**src/rtl/keypad_pkg.sv**
```systemverilog
// keypad_pkg: shared types, key map and defaults for the 4x4 keypad scanner
package keypad_pkg;

    typedef enum logic [1:0] {SCAN, DEBOUNCE, HELD} state_t;

    localparam int DEF_SCAN_DIV       = 100000;
    localparam int DEF_DEBOUNCE_SCANS = 4;
    localparam int DEF_REPEAT_DELAY   = 500;
    localparam int DEF_REPEAT_RATE    = 100;

    // Column drive right after reset: column 0 pulled low
    localparam logic [3:0] COL_IDLE = 4'b1110;

    // KEY_CODE[row][col]
    localparam logic [3:0] KEY_CODE [4][4] = '{
        '{4'h1, 4'h2, 4'h3, 4'hA},
        '{4'h4, 4'h5, 4'h6, 4'hB},
        '{4'h7, 4'h8, 4'h9, 4'hC},
        '{4'h0, 4'hF, 4'hE, 4'hD}
    };

    function automatic logic [3:0] key_code(input logic [1:0] r, input logic [1:0] c);
        return KEY_CODE[r][c];
    endfunction

endpackage

```
**src/rtl/keypad_tick_gen.sv**
```systemverilog
// keypad_tick_gen: column dwell counter, one-cycle tick at the end of each dwell
module keypad_tick_gen
    import keypad_pkg::*;
#(
    parameter int SCAN_DIV = DEF_SCAN_DIV
) (
    input  logic clk,
    input  logic rst,
    output logic tick
);

    localparam int W = $clog2(SCAN_DIV);
    localparam logic [W-1:0] LAST = W'(SCAN_DIV - 1);

    logic [W-1:0] cnt_q, cnt_d;

    // Wrap at SCAN_DIV-1 and flag that cycle as the sample tick
    always_comb begin
        tick  = (cnt_q == LAST);
        cnt_d = tick ? '0 : cnt_q + 1'b1;
    end

    // Dwell counter register
    always_ff @(posedge clk) begin
        if (rst) cnt_q <= '0;
        else     cnt_q <= cnt_d;
    end

endmodule

```
**src/rtl/keypad_scanner.sv**
```systemverilog
// keypad_scanner: 4x4 keypad column scan with press/release debounce.
// Define KEYPAD_REPEAT_EN to enable auto-repeat of keyPressEvent while a key is held.
module keypad_scanner
    import keypad_pkg::*;
#(
    parameter int SCAN_DIV       = DEF_SCAN_DIV,
    parameter int DEBOUNCE_SCANS = DEF_DEBOUNCE_SCANS,
    parameter int REPEAT_DELAY   = DEF_REPEAT_DELAY,
    parameter int REPEAT_RATE    = DEF_REPEAT_RATE
) (
    input  logic       clk,
    input  logic       rst,
    input  logic [3:0] row,
    output logic [3:0] col,
    output logic [3:0] keypadInput,
    output logic       keyPressEvent,
    output logic       keyHeld
);

`ifdef KEYPAD_REPEAT_EN
    localparam bit REP_EN = 1'b1;
`else
    localparam bit REP_EN = 1'b0;
`endif

    localparam int DW = $clog2(DEBOUNCE_SCANS + 1);
    localparam logic [DW-1:0] DS_C = DW'(DEBOUNCE_SCANS);
    localparam int REP_MAX = (REPEAT_DELAY > REPEAT_RATE) ? REPEAT_DELAY : REPEAT_RATE;
    localparam int RW = $clog2(REP_MAX + 1);
    localparam logic [RW-1:0] REP_MAX_C = RW'(REP_MAX);
    localparam logic [RW-1:0] RD_C = RW'(REPEAT_DELAY);
    localparam logic [RW-1:0] RR_C = RW'(REPEAT_RATE);

    state_t        state_q, state_d;
    logic [3:0]    sync1_q, sync2_q;
    logic [1:0]    col_q, col_d;
    logic [1:0]    cand_q, cand_d;
    logic [DW-1:0] deb_q, deb_d, rel_q, rel_d;
    logic [RW-1:0] rep_q, rep_d;
    logic          rep_first_q, rep_first_d;
    logic [3:0]    code_q, code_d;
    logic          evt_q, evt_d;
    logic          held_q, held_d;
    logic          tick, any_low, accept, rel_done, rep_fire;
    logic [1:0]    win;
    logic [DW-1:0] deb_inc, rel_inc;
    logic [RW-1:0] rep_inc;

    keypad_tick_gen #(.SCAN_DIV(SCAN_DIV)) u_tick (
        .clk  (clk),
        .rst  (rst),
        .tick (tick)
    );

    assign col           = ~(~COL_IDLE << col_q);
    assign keypadInput   = code_q;
    assign keyPressEvent = evt_q;
    assign keyHeld       = held_q;

    // Lowest low row wins; counters saturate at their bounds
    always_comb begin
        any_low = ~&sync2_q;
        win     = ~sync2_q[0] ? 2'd0 : ~sync2_q[1] ? 2'd1 : ~sync2_q[2] ? 2'd2 : 2'd3;
        deb_inc = (deb_q == DS_C) ? deb_q : deb_q + 1'b1;
        rel_inc = (rel_q == DS_C) ? rel_q : rel_q + 1'b1;
        rep_inc = (rep_q == REP_MAX_C) ? rep_q : rep_q + 1'b1;
    end

    // Row synchronizer plus state and output registers
    always_ff @(posedge clk) begin
        if (rst) begin
            sync1_q     <= 4'b1111;
            sync2_q     <= 4'b1111;
            state_q     <= SCAN;
            col_q       <= '0;
            cand_q      <= '0;
            deb_q       <= '0;
            rel_q       <= '0;
            rep_q       <= '0;
            rep_first_q <= 1'b1;
            code_q      <= '0;
            evt_q       <= 1'b0;
            held_q      <= 1'b0;
        end else begin
            sync1_q     <= row;
            sync2_q     <= sync1_q;
            state_q     <= state_d;
            col_q       <= col_d;
            cand_q      <= cand_d;
            deb_q       <= deb_d;
            rel_q       <= rel_d;
            rep_q       <= rep_d;
            rep_first_q <= rep_first_d;
            code_q      <= code_d;
            evt_q       <= evt_d;
            held_q      <= held_d;
        end
    end

    // Next state: act only on sample ticks; the column is frozen outside SCAN
    always_comb begin
        state_d     = state_q;
        col_d       = col_q;
        cand_d      = cand_q;
        deb_d       = deb_q;
        rel_d       = rel_q;
        rep_d       = rep_q;
        rep_first_d = rep_first_q;
        accept      = 1'b0;
        rel_done    = 1'b0;
        rep_fire    = 1'b0;
        if (tick) begin
            case (state_q)
                SCAN: begin
                    if (any_low) begin
                        cand_d = win;
                        if (DEBOUNCE_SCANS == 1) begin
                            accept  = 1'b1;
                            state_d = HELD;
                        end else begin
                            deb_d   = DW'(1);
                            state_d = DEBOUNCE;
                        end
                    end else begin
                        col_d = col_q + 2'd1;
                    end
                end
                DEBOUNCE: begin
                    if (any_low && win == cand_q) begin
                        deb_d = deb_inc;
                        if (deb_inc == DS_C) begin
                            accept  = 1'b1;
                            deb_d   = '0;
                            state_d = HELD;
                        end
                    end else begin
                        deb_d   = '0;
                        state_d = SCAN;
                    end
                end
                HELD: begin
                    if (sync2_q[cand_q]) begin
                        rel_d = rel_inc;
                        if (rel_inc == DS_C) begin
                            rel_done = 1'b1;
                            rel_d    = '0;
                            state_d  = SCAN;
                            col_d    = col_q + 2'd1;
                        end
                    end else begin
                        rel_d = '0;
                    end
                    if (REP_EN && !rel_done) begin
                        rep_d = rep_inc;
                        if (rep_inc == (rep_first_q ? RD_C : RR_C)) begin
                            rep_fire    = 1'b1;
                            rep_d       = '0;
                            rep_first_d = 1'b0;
                        end
                    end
                end
                default: state_d = SCAN;
            endcase
            if (accept) begin
                rel_d       = '0;
                rep_d       = '0;
                rep_first_d = 1'b1;
            end
        end
    end

    // Outputs: code and pulse register one cycle after the accepting tick
    always_comb begin
        code_d = accept ? key_code(cand_d, col_q) : code_q;
        evt_d  = accept | rep_fire;
        held_d = accept ? 1'b1 : rel_done ? 1'b0 : held_q;
    end

endmodule

```
**config.mk**
```make
export PLATFORM = sky130hd
export DESIGN_NAME = keypad_scanner
export DESIGN_NICKNAME = d
export VERILOG_FILES = /design/src/rtl/keypad_pkg.sv /design/src/rtl/keypad_tick_gen.sv /design/src/rtl/keypad_scanner.sv
export SDC_FILE = /design/constraint.sdc
export NUM_CORES = 1
export LEC_CHECK = 0
export ABC_AREA = 0
export CAP_MARGIN = 20
export CELL_PAD_IN_SITES_DETAIL_PLACEMENT = 1
export CELL_PAD_IN_SITES_GLOBAL_PLACEMENT = 1
export CORE_MARGIN = 2
export CORE_UTILIZATION = 44
export CTS_CLUSTER_SIZE = 12
export DETAILED_ROUTE_END_ITERATION = 16
export GPL_ROUTABILITY_DRIVEN = 0
export PLACE_DENSITY_LB_ADDON = 0.1
export SYNTH_ARGS = -nofsm -noshare
export SYNTH_HDL_FRONTEND = slang
export SYNTH_SLANG_ARGS = --single-unit
```
**constraint.sdc**
```tcl
create_clock -name clk -period 3.3 [get_ports clk]
set_input_delay 0.825 -clock clk [delete_from_list [all_inputs] [get_ports clk]]
set_output_delay 0.825 -clock clk [all_outputs]
set_load 0.01 [all_outputs]
```
==> Flow_metrics.wiki <==
{| class="wikitable"
! Metric !! Value
|-
| Initial antenna violation count || 0
|-
| Setup Fix Bufs, Post-CTS || 0
|-
| Largest delay contributor family on the critical path || buffers and inverters
|-
| Mapped Nets || 282
|-
| Global-route wire length before repair || 8728 µm
|-
| Count of warnings emitted by yosys || 0
|-
| Number of synthesized register bits || 43
|-
| Relative slew margins || 0.6029
|-
| Shortest clock period the worst path allows after layout || 2.765 ns
|-
| GRT overflow || 0
|-
| First-pass iteration count of the detailed router || 4
|-
| Sort of element at the end of the critical path || output pin
|-
| Antenna Violating Nets Remaining || 0
|-
| Cell area power density || 346.9 mW/mm²
|-
| Pin slew with the least headroom to its limit || 0.5956 ns
|-
| Share of cells above drive strength 1 || 0.1139
|-
| Async S/R FF share, synth || 0
|-
| Post-synth top area share || 0.3784
|-
| Final total negative setup slack || 0 ns
|-
| Global Route Usage Sum || 0.1839
|-
| Maximum clock rate || 0.3617 GHz
|-
| Clk_lat worst skew || 0.29 ns
|-
| Clock tree sinks || 43
|-
| Routed vias/inst || 5.328
|-
| Cell variety after synth || 48
|-
| Final instance count without filler cells || 351
|-
| Number of buffers inserted during clock tree synthesis || 5
|-
| Critical path class || reg -> out
|-
| Final setup violation count || 0
|-
| Via count || 1870
|-
| Post-cts repair resize count || 0
|-
| Fin Clk Skew || 0.009185 ns
|-
| Growth of design area from synthesis to finish || 13.20%
|-
| Final HPWL from detailed placement || 3691 µm
|-
| Port bufs || 15
|-
| Worst IR drop on VDD || 0.2191 mV
|-
| Root Buffer || clkbuf_8
|-
| Filler cells || 603
|-
| Num rows || 26
|-
| Horizontal extent of the die || 75.90 µm
|-
| Avg Cell Area, Syn || 8.584 µm²
|-
| Max clock buf depth || 2
|-
| Net count, final || 297
|-
| Worst hold slack || 0.4128 ns
|-
| Crit path cell chain || inv_1, ha_1, inv_1, clkdlybuf4s50_1
|-
| Number of hold violations in the final report || 0
|-
| Core Region || 0.005042 mm²
|-
| Clock transition at the registers of the reported paths || 0.08 ns
|-
| Largest cells by area after synthesis || dfxtp_1, ha_1, nor2_1
|-
| Die Ht || 75.90 µm
|-
| Maximum number of pins on one net before global-route repair || 17
|-
| Clock tree from TritonCTS || done
|-
| Critical path launch point type || flop
|-
| Post-Place Worst Slack || 0.7195 ns
|-
| Initial core utilization || 0.4511
|-
| Count of flip-flops with a built-in enable after synthesis || 0
|-
| Setup repair after global routing missed its margin || no
|-
| Number of hold buffers added after cts || 0
|-
| Worst path setup slack after routing || 0.5349 ns
|-
| Number of global-route vias before repair || 1816
|-
| P_leak || 0.9908 nW
|-
| Seq/Total Area, Yosys || 0.3784
|-
| Area enclosed by the die boundary || 0.005761 mm²
|-
| Max-cap violations || 0
|-
| Synth Flop Type || dfxtp_1
|-
| Max-slew violation count || 0
|-
| Classification of the worst-slack hold path || reg -> reg
|-
| Cell with the largest stage delay on the worst path || dfxtp_1
|-
| Tcrit/Tclk final || 0.8379
|-
| Delay of the slowest critical-path stage || 0.60 ns
|-
| I/O pin total || 16
|-
| Arrival time at the worst endpoint || 1.94 ns
|-
| Wire length per cell after detailed routing || 14.23 µm
|-
| H-tree Lvls || 2
|-
| DRC marker count from the first detailed-route iteration || 78
|-
| Netlist area before placement || 0.002275 mm²
|-
| Register-to-register path setup slack || 0.71 ns
|-
| CP required || 2.47 ns
|-
| Remaining DRCs || 0
|-
| Top cells by instance count after synthesis || dfxtp_1, nor2_1, nand2_1
|-
| Area leader, netlist || dfxtp_1
|-
| Total routed wirelength || 4995 µm
|-
| Maximum fanout encountered on the critical timing path || 13
|-
| Count of mapped cells out of synthesis || 265
|-
| Worst path most repeated cell || inv_1
|-
| Buf/Inv on CP || 3
|-
| Number of antenna cells inserted || 0
|-
| Most numerous cell in the Yosys netlist || dfxtp_1
|-
| Run status || complete, no violations
|-
| Placed Cells || 343
|}
## state kept, by name (all words and copies together) (netlist names)
register and cells:
cand_q 2, col_q 2, deb_q 3, keyHeld 1, keyPressEvent 1, keypadInput 4, rel_q 3, state_q 2
sync1_q 4, sync2_q 4, u_tick.cnt_q 17
## path summary, 6_finish.rpt
kind | from | end | depth (start not counted)
hold / removal | sync1_q[0] | sync2_q[0] | 1
setup / recovery | col_q[0] | col[2] | 4
hold reg to reg | sync1_q[0] | sync2_q[0] | 1
setup reg to reg | u_tick.cnt_q[0] | keypadInput[1] | 10
## per-stage QoR
stage	area (µm²)	total power [W]	util
final	2575	0.0008932	0.5107
after global routing	2575	0.0009333	0.5107
after CTS	2575	0.0009069	0.5107
after detailed placement	2490	0.0005791	0.4938
after global placement	2490	0.0005787	0.4938
after floorplan	2275	0.0005652	-
## cell usage in the layout (no fill, tap or decap), drive strengths merged, types with 2 or more instances in the layout
cell	instances
xnor2	8
nand2	23
and3b	2
nor2	37
nand2b	4
xor2	10
and3	6
or2	9
and4bb	2
clkdlybuf4s50	15
nor3	4
nand4	6
or3	3
a21o	2
dfxtp	43
nor4	2
a22oi	3
a21oi	18
nand3b	4
nor2b	2
a31o	3
ha	11
a211oi	3
and4	2
o21ai	10
nand3	10
clkbuf	6
inv	14
a31oi	2
## final cells by class
type | instances | area (µm²) | share of cell area
sequential | 43 | 860.8 | 0.3343
multi-input combinational | 200 | 1331 | 0.5170
inverter | 14 | 52.55 | 0.02041
timing repair buffer | 16 | 157.7 | 0.06122
clock buffer | 6 | 72.57 | 0.02818
tap | 70 | 87.58 | 0.03401
clock inverter | 2 | 12.51 | 0.004859
## worst reg2reg max path, stage by stage (launching register included)
cell and delay (ns):
dfxtp_1 0.37, ha_1 0.24, and4_1 0.31, and4_2 0.32, nand4_2 0.14, and2_1 0.21
ha_1 0.21, nor2b_1 0.13, a211oi_1 0.22, a21oi_1 0.06, o31a_1 0.28
## cells by family after synthesis
logic type	Yosys count	share of synthesized area
AOI/OAI and AO/OA	48	0.1463
muxes	2	0.01430
xor gates and xnor gates	18	0.06931
and+or+nand+nor	121	0.2948
DFF	43	0.3784
buffers and inverters	22	0.03630
adders and majority gates	11	0.06051
## power breakdown
group          internal (W)  leakage (nW)  total [W]  switching, W
combinational     0.0000150         0.601  0.0000338     0.0000188
sequential         0.000526         0.349   0.000533    0.00000664
clock              0.000148        0.0412   0.000327      0.000179
total              0.000689         0.991   0.000893      0.000204
## layer usage
| layer | vias to the layer above | part of all wire | GRT usage |
|---|---|---|---|
| met5 | - | 0 | 0 |
| met4 | 0 | 0.0068 | 0.06545 |
| li1 | 950 | - | - |
| met2 | 17 | 0.45 | 0.2821 |
| met3 | 2 | 0.019 | 0.03690 |
| met1 | 901 | 0.52 | 0.2578 |
(Power assumes the default switching activity.)
